===== config.mk =====
export PLATFORM = sky130hd
export DESIGN_NAME = game_state_ctl
export DESIGN_NICKNAME = d
export VERILOG_FILES = /design/src/rtl/game_pkg.sv /design/src/rtl/shootout_judge.sv /design/src/rtl/game_state_ctl.sv
export SDC_FILE = /design/constraint.sdc
export NUM_CORES = 1
export LEC_CHECK = 0
export ABC_CLOCK_PERIOD_IN_PS = 4530
export BUFFER_PORTS_ARGS = -buffer_cell sky130_fd_sc_hd__buf_4
export CORE_MARGIN = 10
export CORE_UTILIZATION = 40
export DETAILED_ROUTE_END_ITERATION = 12
export PLACE_DENSITY = 0.67
export SKIP_CTS_REPAIR_TIMING = 1
export SKIP_LAST_GASP = 1
export SLEW_MARGIN = 20
export SYNTH_ARGS = -nofsm -noshare
export SYNTH_HDL_FRONTEND = slang
export SYNTH_HIERARCHICAL = 1
export SYNTH_SLANG_ARGS = --single-unit

===== constraint.sdc =====
create_clock -name clk -period 4.53 [get_ports clk]
set_input_delay 0.6795 -clock clk [delete_from_list [all_inputs] [get_ports clk]]
set_output_delay 0.6795 -clock clk [all_outputs]
set_load 0.1 [all_outputs]

===== src/rtl/game_pkg.sv =====
// Shared types and defaults for the penalty-shootout referee.
package game_pkg;

  typedef enum logic [2:0] {
    G_START   = 3'd0,
    G_SHOOTER = 3'd1,
    G_KEEPER  = 3'd2,
    G_WINNER  = 3'd3,
    G_LOSER   = 3'd4
  } g_state;

  localparam int GAME_ROUNDS     = 5;
  localparam int END_HOLD_FRAMES = 120;
  localparam int SCORE_W         = 4;

  // Increment that sticks at the all-ones value instead of wrapping.
  function automatic logic [SCORE_W-1:0] sat_inc(input logic [SCORE_W-1:0] v);
    return (v == {SCORE_W{1'b1}}) ? v : v + {{(SCORE_W-1){1'b0}}, 1'b1};
  endfunction

endpackage


===== src/rtl/shootout_judge.sv =====
// Combinational referee decision, evaluated on post-kick scores and kick counts.
module shootout_judge
  import game_pkg::*;
#(
  parameter int ROUNDS = GAME_ROUNDS
) (
  input  logic [SCORE_W-1:0] player_score,
  input  logic [SCORE_W-1:0] cpu_score,
  input  logic [SCORE_W-1:0] pk,
  input  logic [SCORE_W-1:0] ck,
  input  logic               is_shooter,
  output logic               win,
  output logic               lose
);

  // One extra bit so score + remaining kicks never wraps.
  localparam int W1 = SCORE_W + 1;

  logic [W1-1:0] ps_x, cs_x, pk_x, ck_x, rounds_x;
  logic          regulation;

  // Decide whether the match is settled after the kick just taken.
  always_comb begin
    ps_x       = {1'b0, player_score};
    cs_x       = {1'b0, cpu_score};
    pk_x       = {1'b0, pk};
    ck_x       = {1'b0, ck};
    rounds_x   = W1'(ROUNDS);
    regulation = (pk_x <= rounds_x) && (ck_x <= rounds_x);
    win        = 1'b0;
    lose       = 1'b0;
    if (regulation) begin
      if (ps_x > cs_x + (rounds_x - ck_x)) begin
        win = 1'b1;
      end else if (cs_x > ps_x + (rounds_x - pk_x)) begin
        lose = 1'b1;
      end
    end
    // A pair is only complete after the keeper kick, since the player kicks first.
    if (!is_shooter && (pk_x == ck_x) && (pk_x >= rounds_x)) begin
      if (ps_x > cs_x) begin
        win = 1'b1;
      end else if (cs_x > ps_x) begin
        lose = 1'b1;
      end
    end
  end

endmodule


===== src/rtl/game_state_ctl.sv =====
// Penalty-shootout referee FSM: game state, scores and per-kick start pulse.
//
// state     | meaning
// ----------+---------------------------------------------
// G_START   | title screen, waiting for a click
// G_SHOOTER | player is kicking
// G_KEEPER  | cpu is kicking, player keeps goal
// G_WINNER  | player won; click accepted after hold period
// G_LOSER   | player lost; click accepted after hold period
module game_state_ctl
  import game_pkg::*;
#(
  parameter int ROUNDS          = GAME_ROUNDS,
  parameter int END_HOLD_FRAMES = game_pkg::END_HOLD_FRAMES
) (
  input  logic               clk,
  input  logic               rst,
  input  logic               start_req,
  input  logic               frame_tick,
  input  logic               kick_done,
  input  logic               kick_goal,
  output g_state             game_state,
  output logic [SCORE_W-1:0] player_score,
  output logic [SCORE_W-1:0] cpu_score,
  output logic               kick_start
);

  localparam int HOLD_W = $clog2(END_HOLD_FRAMES + 1);
  localparam logic [HOLD_W-1:0] HOLD_MAX = HOLD_W'(END_HOLD_FRAMES);

  g_state             state_q, state_d;
  logic [SCORE_W-1:0] ps_q, ps_d, cs_q, cs_d;
  logic [SCORE_W-1:0] pk_q, pk_d, ck_q, ck_d;
  logic [HOLD_W-1:0]  hold_q, hold_d;
  logic               kick_start_q, kick_start_d;

  logic [SCORE_W-1:0] ps_post, cs_post, pk_post, ck_post;
  logic               is_shooter, win, lose;

  // Values the counters would take if the current kick completes now.
  always_comb begin
    is_shooter = (state_q == G_SHOOTER);
    ps_post    = ps_q;
    cs_post    = cs_q;
    pk_post    = pk_q;
    ck_post    = ck_q;
    if (is_shooter) begin
      pk_post = sat_inc(pk_q);
      if (kick_goal) ps_post = sat_inc(ps_q);
    end else begin
      ck_post = sat_inc(ck_q);
      if (kick_goal) cs_post = sat_inc(cs_q);
    end
  end

  shootout_judge #(
    .ROUNDS(ROUNDS)
  ) u_judge (
    .player_score(ps_post),
    .cpu_score   (cs_post),
    .pk          (pk_post),
    .ck          (ck_post),
    .is_shooter  (is_shooter),
    .win         (win),
    .lose        (lose)
  );

  // Next-state, counter updates and kick_start request.
  always_comb begin
    state_d      = state_q;
    ps_d         = ps_q;
    cs_d         = cs_q;
    pk_d         = pk_q;
    ck_d         = ck_q;
    hold_d       = hold_q;
    kick_start_d = 1'b0;
    case (state_q)
      G_START: begin
        if (start_req) begin
          state_d      = G_SHOOTER;
          ps_d         = '0;
          cs_d         = '0;
          pk_d         = '0;
          ck_d         = '0;
          kick_start_d = 1'b1;
        end
      end
      G_SHOOTER, G_KEEPER: begin
        if (kick_done) begin
          ps_d = ps_post;
          cs_d = cs_post;
          pk_d = pk_post;
          ck_d = ck_post;
          if (win) begin
            state_d = G_WINNER;
            hold_d  = '0;
          end else if (lose) begin
            state_d = G_LOSER;
            hold_d  = '0;
          end else begin
            state_d      = is_shooter ? G_KEEPER : G_SHOOTER;
            kick_start_d = 1'b1;
          end
        end
      end
      G_WINNER, G_LOSER: begin
        // Registered hold count decides, so a same-cycle tick cannot unlock a click.
        if (start_req && (hold_q == HOLD_MAX)) begin
          state_d = G_START;
        end else if (frame_tick && (hold_q != HOLD_MAX)) begin
          hold_d = hold_q + HOLD_W'(1);
        end
      end
      default: state_d = G_START;
    endcase
  end

  // State, counters and kick_start register with synchronous reset.
  always_ff @(posedge clk) begin
    if (rst) begin
      state_q      <= G_START;
      ps_q         <= '0;
      cs_q         <= '0;
      pk_q         <= '0;
      ck_q         <= '0;
      hold_q       <= '0;
      kick_start_q <= 1'b0;
    end else begin
      state_q      <= state_d;
      ps_q         <= ps_d;
      cs_q         <= cs_d;
      pk_q         <= pk_d;
      ck_q         <= ck_d;
      hold_q       <= hold_d;
      kick_start_q <= kick_start_d;
    end
  end

  assign game_state   = state_q;
  assign player_score = ps_q;
  assign cpu_score    = cs_q;
  assign kick_start   = kick_start_q;

endmodule


## Yosys cells after proc, flatten, opt, wreduce, memory -nomap -nowiden

Cells that the tools add are included.

- Input bits: 6
- Register bits: 27
- Logic and storage cells: 101

- Reduce and logical (&&, ||, !) cells: 14
- Multiplexer cells: 47
- Equality and inequality tests: 17
- $lt $le $gt $ge: 7
- $add $sub $neg: 9

Operators with widths:

| operator | number |
|---|---|
| 4-bit 2-to-1 mux | 15 |
| 7-bit 2-to-1 mux | 5 |
| 4-bit case mux with 2 select lines | 4 |
| 4-bit by 1-bit adder with 4-bit output, second input constant | 4 |
| 4-bit == test, second input constant | 4 |
| 3-bit 2-to-1 mux | 5 |
| 1-bit 2-to-1 mux | 14 |
| 7-bit case mux with 2 select lines | 1 |
| 4-bit by 5-bit adder with 5-bit output | 2 |
| 4-bit by 5-bit greater-than comparator with 1-bit output | 2 |
| 2-bit inequality test, second input constant | 5 |
| 3-bit by 4-bit subtractor with 5-bit output, first input constant | 2 |
| 3-bit case mux with 3 select lines | 1 |
| 4-bit greater-than comparator | 2 |
| 4-bit by 3-bit <= comparator with 1-bit output, second input constant | 2 |
| 7-bit by 1-bit adder with 7-bit output, second input constant | 1 |
| 7-bit == test, second input constant | 1 |
| 7-bit inequality test, second input constant | 1 |
| 3-bit by 2-bit == test with 1-bit output, second input constant | 2 |
| 3-bit AND reduction | 2 |
| 1-bit logical AND | 5 |
| 5-bit AND reduction | 1 |
| 4-bit == test | 1 |
| 4-bit by 3-bit greater-or-equal comparator with 1-bit output, second input constant | 1 |
| other kinds (9) | 11 |

## Longest topological paths before layout

- Word-level depth: 16
- Depth in mapped cells: 21
- Mapped depth without buffers: 20

## Modules after synthesis

The synthesis kept the hierarchy.

By module, submodules not included:

| module | times used | cells each | area each (µm²) | seq. area each (µm²) |
|---|---|---|---|---|
| game_state_ctl | 1 | 214 | 1726.7 | 540.5 |
| shootout_judge | 1 | 98 | 763.2 | 0.0 |

## Worst setup path after synthesis

OpenSTA, ideal clock, no wires.

- Path kind: reg-to-reg
- Start point: reg state_q[2], in the netlist game_state[2]
- End point: reg hold_q[6]
- Setup slack: -687 ps
- Clock period less this slack: 5217 ps
- Data arrival time: 5158 ps
- Buffers on the path: 1
- Stages on the path, launching flop included: 20
- Library setup time: 59 ps
- Data required time: 4471 ps
- Path through: dfxtp_1 -> buf_4 -> or3b_4 -> inv_2 -> a31oi_1 -> mux2_2 -> ha_1 -> inv_1 -> ha_1 -> fa_1 -> xnor2_1 -> ha_1 -> nand4_1 -> o31ai_1 -> nand3b_1 -> o2bb2ai_1 -> or2_2 -> a31o_2 -> or4_1 -> nand2_1

- Elaborated cells between the ends (all ways): 45
- Those cells by class: 4 x add/sub; 7 x order compare; 9 x eq/ne; 17 x mux; 8 x reduce/logical

RTL lines:

| element | RTL line | RTL |
|---|---|---|
| from (decl) | game_state_ctl.sv:31 | `g_state state_q, state_d;` |
| from (signal assigned) | game_state_ctl.sv:129 | `state_q <= state_d;` |
| 3-bit by 1-bit == test with 1-bit output (*) | game_state_ctl.sv:42 | `is_shooter = (state_q == G_SHOOTER);` |
| 4-bit 2-to-1 mux (*) | game_state_ctl.sv:47 | `if (is_shooter) begin` |
| net ck_post[1] | game_state_ctl.sv:37 | `logic [SCORE_W-1:0] ps_post, cs_post, pk_post, ck_post;` |
| 3-bit by 4-bit subtractor with 5-bit output | shootout_judge.sv:33 | `if (ps_x > cs_x + (rounds_x - ck_x)) begin` |
| 4-bit by 5-bit adder with 5-bit output | shootout_judge.sv:33 |  |
| 4-bit by 5-bit greater-than comparator with 1-bit output | shootout_judge.sv:33 |  |
| 1-bit 2-to-1 mux | shootout_judge.sv:33 |  |
| 1-bit 2-to-1 mux | shootout_judge.sv:32 | `if (regulation) begin` |
| 1-bit 2-to-1 mux | shootout_judge.sv:43 | `end else if (cs_x > ps_x) begin` |
| 1-bit 2-to-1 mux | shootout_judge.sv:41 | `if (ps_x > cs_x) begin` |
| 1-bit 2-to-1 mux (*) | shootout_judge.sv:40 | `if (!is_shooter && (pk_x == ck_x) && (pk_x >= rounds_x)) begin` |
| net lose | game_state_ctl.sv:38 | `logic is_shooter, win, lose;` |
| 3-bit by 2-bit inequality test with 1-bit output (no source line) (*) | -- |  |
| 5-bit AND reduction (no source line) (*) | -- |  |
| to (signal assigned) | game_state_ctl.sv:134 | `hold_q <= hold_d;` |
| to (decl) | game_state_ctl.sv:34 | `logic [HOLD_W-1:0] hold_q, hold_d;` |

The timed path passes the listed nets; every way through them passes the cells marked *. The select of a mux whose other input is x is not followed.
A chain may end at the register's enable or synchronous reset.

## Worst setup path in the final report

- Start point: reg state_q[1], in the netlist game_state[1]
- End point: reg hold_q[5]

- Cells in the longest elaborated chain, start to end: 13
- Elaborated cells between the ends (all ways): 45
- Those cells by class: 4 x add/sub; 7 x order compare; 9 x eq/ne; 17 x mux; 8 x reduce/logical

Ends and longest elaborated chain:

| element | RTL line | RTL |
|---|---|---|
| 3-bit by 1-bit == test with 1-bit output (*) | game_state_ctl.sv:42 |  |
| 4-bit 2-to-1 mux (*) | game_state_ctl.sv:47 |  |
| net pk_post[1] | game_state_ctl.sv:37 |  |
| 3-bit by 4-bit subtractor with 5-bit output | shootout_judge.sv:35 | `end else if (cs_x > ps_x + (rounds_x - pk_x)) begin` |
| 4-bit by 5-bit adder with 5-bit output | shootout_judge.sv:35 |  |
| 4-bit by 5-bit greater-than comparator with 1-bit output | shootout_judge.sv:35 |  |
| 1-bit 2-to-1 mux | shootout_judge.sv:35 |  |
| 1-bit 2-to-1 mux | shootout_judge.sv:33 |  |
| 1-bit 2-to-1 mux | shootout_judge.sv:32 |  |
| 1-bit 2-to-1 mux | shootout_judge.sv:43 |  |
| 1-bit 2-to-1 mux | shootout_judge.sv:41 |  |
| 1-bit 2-to-1 mux (*) | shootout_judge.sv:40 |  |
| net lose | game_state_ctl.sv:38 |  |
| 3-bit by 2-bit inequality test with 1-bit output (no source line) (*) | -- |  |
| 5-bit AND reduction (no source line) (*) | -- |  |

Marked as above.

==> summary.md <==
| Metric | Value |
|---|---|
| Status | `complete, no violations` |
| Avg Cell Area, Syn | `7.98 sq um` |
| Lkg Pwr | `about 1.3 nW` |
| Hold Crit Start | `pk_q[3]$_SDFFE_PP0P_` |
| Reg2reg path depth | `20` |
| DRT iter0 DRCs | `100` |
| Dpl hpwl | `about 5000 microns` |
| Mapped Nets | `354` |
| Total power | `687 uW` |
| Die width | `98.9 microns` |
| Vias/cell | `~5.7` |
| Final Critical Period | `approximately 4400 ps` |
| Cell Area, Synth | `0.00249 sq mm` |
| Design area | `~0.0031 sq mm` |
| Final setup vio count | `0` |
| Max FO, Critical Path | `5` |
| PortBufs | `17` |
| Clock Latency Late Sink | `approximately 280 ps` |
| Clock power share | `0.212` |
| Clock Tree Root | `clkbuf_8` |
| CTS max path bufs | `2` |
| Wirelength per Cell | `15.3 microns` |
| P&R area growth vs syn | `26.0%` |
| DRT Pass-1 Iters | `4` |
| DR DRC count | `0` |
| Post-synthesis cell count | `approximately 310` |
| Max VDD drop | `171 uV` |
| Drt total wl | `approximately 6500 microns` |
| I/O pin count | `18` |
| Crit end category | `register` |
| Combinational cell fraction of total power | `0.422` |
| Worst EP arrival | `4650 ps` |
| Final hold violations | `0` |
| CTS tree | `built` |
| CP required | `roughly 4800 ps` |
| RSZ-0062 raised after global routing | `true` |
| Reg2reg end | `hold_q[5]$_SDFFE_PP0P_` |
| WP buf/inv | `3` |
| CP most frequent cell | `ha_4` |
| Total global-route track usage | `0.123` |
| Vias | `around 2400` |
| EDFF count, synth | `0` |
| Clock slew at reported path FFs | `roughly 100 ps` |
| Synth unique cells | `60` |
| Number of H-tree levels | `1` |
| Starting density of the core | `0.416` |
| Crit path launch | `game_state[1]$_SDFFE_PP0P_` |
| Most frequent cells in the layout | `buf_4, inv_1, ha_1` |
| Num rows | `28` |
| Fmax | `226 MHz` |
| Pwr Density | `219 mW/mm^2` |
| Final Cycle Share | `0.977` |
| R2R setup slack | `slightly above 100 ps` |
| Commonest non-fill, non-tap cell in the layout | `buf_4` |
| Cell count after placement | `414` |
| ANT nets after route | `0` |
| Register share of total power | `0.366` |
| Setup crit start kind | `register` |
| Delay-heaviest family, CP | `simple AND/OR/NAND/NOR gates` |
| Final Max Slew Viols | `0` |
| Yosys reg bits | `27` |
| Nets | `approximately 390` |
| Finished Layout Cells | `roughly 430` |
| Synth async-reset ratio | `0` |
| Ys Warns | `6` |
| Seq/Total Area, Yosys | `0.217` |
| Worst setup path endpoint | `hold_q[5]$_SDFFE_PP0P_` |
| First-pass GRT wire length | `around 10000 microns` |
| Core ar. | `between 0.005 and 0.006 sq mm` |
| Layout Skew | `between 10 and 15 ps` |
| Switching Share | `0.386` |
| Diodes inserted | `0` |
| Placed inst area | `0.00290 sq mm` |
| Slowest cell on crit path | `or4_4` |
| Slew @ Worst Pin | `602 ps` |
| Hold Path Class | `register to register` |
| Grt ovf | `0` |
| Vias in the first global route | `2279` |
| GP Congestion | `0.837` |
| Crit-path cells | `or3b_4 -> inv_4 -> buf_6 -> nand2_4 -> mux2_4 -> ha_4 -> inv_4 -> ha_4 -> fa_2 -> xnor2_2 -> ha_4 -> nand4b_1 -> and3_4 -> nor4_4 -> o2bb2ai_2 -> or2_4 -> a31o_4 -> o22ai_4 -> or4_4 -> a21oi_2` |
| Share of layout cells above drive strength 1 | `0.283` |
| Maxcap violations | `0` |
| Max stage delay on crit path | `about 430 ps` |
| Worst r2r src | `game_state[1]$_SDFFE_PP0P_` |
| Die height | `between 90 and 100 microns` |
| Pint | `roughly 420 uW` |
| Clk sink count | `27` |
| CTS buffer count | `3` |
| Max_slew headroom | `0.597` |
| Main synth FF type | `dfxtp_1` |
| Largest net degree at the start of global routing | `23` |
| Die Area | `between 0.009 and 0.01 sq mm` |
| CP Class | `register to register` |
| Initial antenna violation count | `0` |
| Critical path depth in cells | `20` |
| Net switching power | `about 270 uW` |
[metrics by stage]
step | setup TNS, ps | hold slack [ps] | setup slack [ps] | utilization
after CTS | -295 | 486 | -115 | 0.492
after floorplan | -135 | 454 | -63.1 | -
after detailed placement | -111 | 473 | -69.5 | 0.483
after global placement | 0 | 465 | 81.0 | 0.483
after global routing | -93.9 | 530 | -39.4 | 0.524
final | 0 | 508 | 103 | 0.524
[power by group through the flow]
stage               logic [mW]  registers (mW)  clock network, mW
floorplan                0.164           0.289                  0
global placement         0.259           0.257                  0
detailed placement       0.264           0.257                  0
CTS                      0.265           0.252              0.153
global route             0.319           0.253              0.161
finish                   0.290           0.252              0.146
[worst reg2reg max path, stage by stage, from the launching register on]
cell and delay [ps]:
dfxtp_4 350, or3b_4 420, inv_4 90, buf_6 120, nand2_4 60, mux2_4 340, ha_4 280, inv_4 40
ha_4 140, fa_2 360, xnor2_2 170, ha_4 290, nand4b_1 100, and3_4 180, nor4_4 220, o2bb2ai_2 160
or2_4 180, a31o_4 190, o22ai_4 90, or4_4 430, a21oi_2 130
[layer usage]
layer / vias up / GRT usage / share of wire
met3: 6 / 0.0189 / 0.032
met5: - / 0 / 0
met2: 55 / 0.203 / 0.48
met4: 0 / 0.0320 / 0.011
li1: 1213 / - / -
met1: 1131 / 0.161 / 0.48
[cells in the mapped netlist (3+ instances only)]
| cell type | n | area [sq um] |
|---|---|---|
| ha_1 | 34 | 425 |
| inv_1 | 33 | 124 |
| a21oi_1 | 30 | 150 |
| dfxtp_1 | 27 | 541 |
| nand3_1 | 21 | 105 |
| nor2_1 | 21 | 78.8 |
| nand2_1 | 15 | 56.3 |
| o21ai_0 | 11 | 55.1 |
| a31oi_1 | 10 | 62.6 |
| nand4_1 | 8 | 50.1 |
| xnor2_1 | 7 | 61.3 |
| mux2_2 | 6 | 67.6 |
| and3_1 | 5 | 31.3 |
| clkbuf_1 | 5 | 18.8 |
| or3_1 | 5 | 31.3 |
| xor2_1 | 5 | 43.8 |
| a22oi_1 | 4 | 30.0 |
| nand2b_1 | 4 | 25.0 |
| nand3b_1 | 4 | 30.0 |
| a31o_2 | 3 | 26.3 |
| nor2b_1 | 3 | 18.8 |
[layout make-up]
cell class              count  area (sq um)
inverters                  34           133
clock inverters             1          8.76
clock buffers               3          41.3
flip-flops and latches     27           566
multi-input cells         242          1960
well taps                  75          93.8
fillers                   582          2850
repair buffers             43           334
[cells by family after synthesis]
group | Yosys count | share of synthesized area
muxes | 8 | 0.0352
xor gates and xnor gates | 12 | 0.0422
adders and majority gates | 36 | 0.187
buffers and inverters | 44 | 0.0759
DFF | 27 | 0.217
and+or+nand+nor | 105 | 0.231
AOI/OAI and AO/OA | 80 | 0.212
[flip-flops by register name, indices dropped and copies added, names as in the netlist]
signal,count
cpu_score,4
hold_q,7
pk_q,4
ck_q,4
player_score,4
game_state,3
kick_start,1
[worst min-delay path by stage]
stage          slack (ps)                      to  depth (start not counted)
2_1_floorplan         450  hold_q[5]$_SDFFE_PP0P_                          2
3_3_place_gp          460  hold_q[5]$_SDFFE_PP0P_                          2
3_5_place_dp          470  hold_q[5]$_SDFFE_PP0P_                          2
4_1_cts               490  hold_q[5]$_SDFFE_PP0P_                          2
5_1_grt               530  hold_q[6]$_SDFFE_PP0P_                          2
6_report              510    pk_q[3]$_SDFFE_PP0P_                          2
Power figures use the tool's default switching activity.
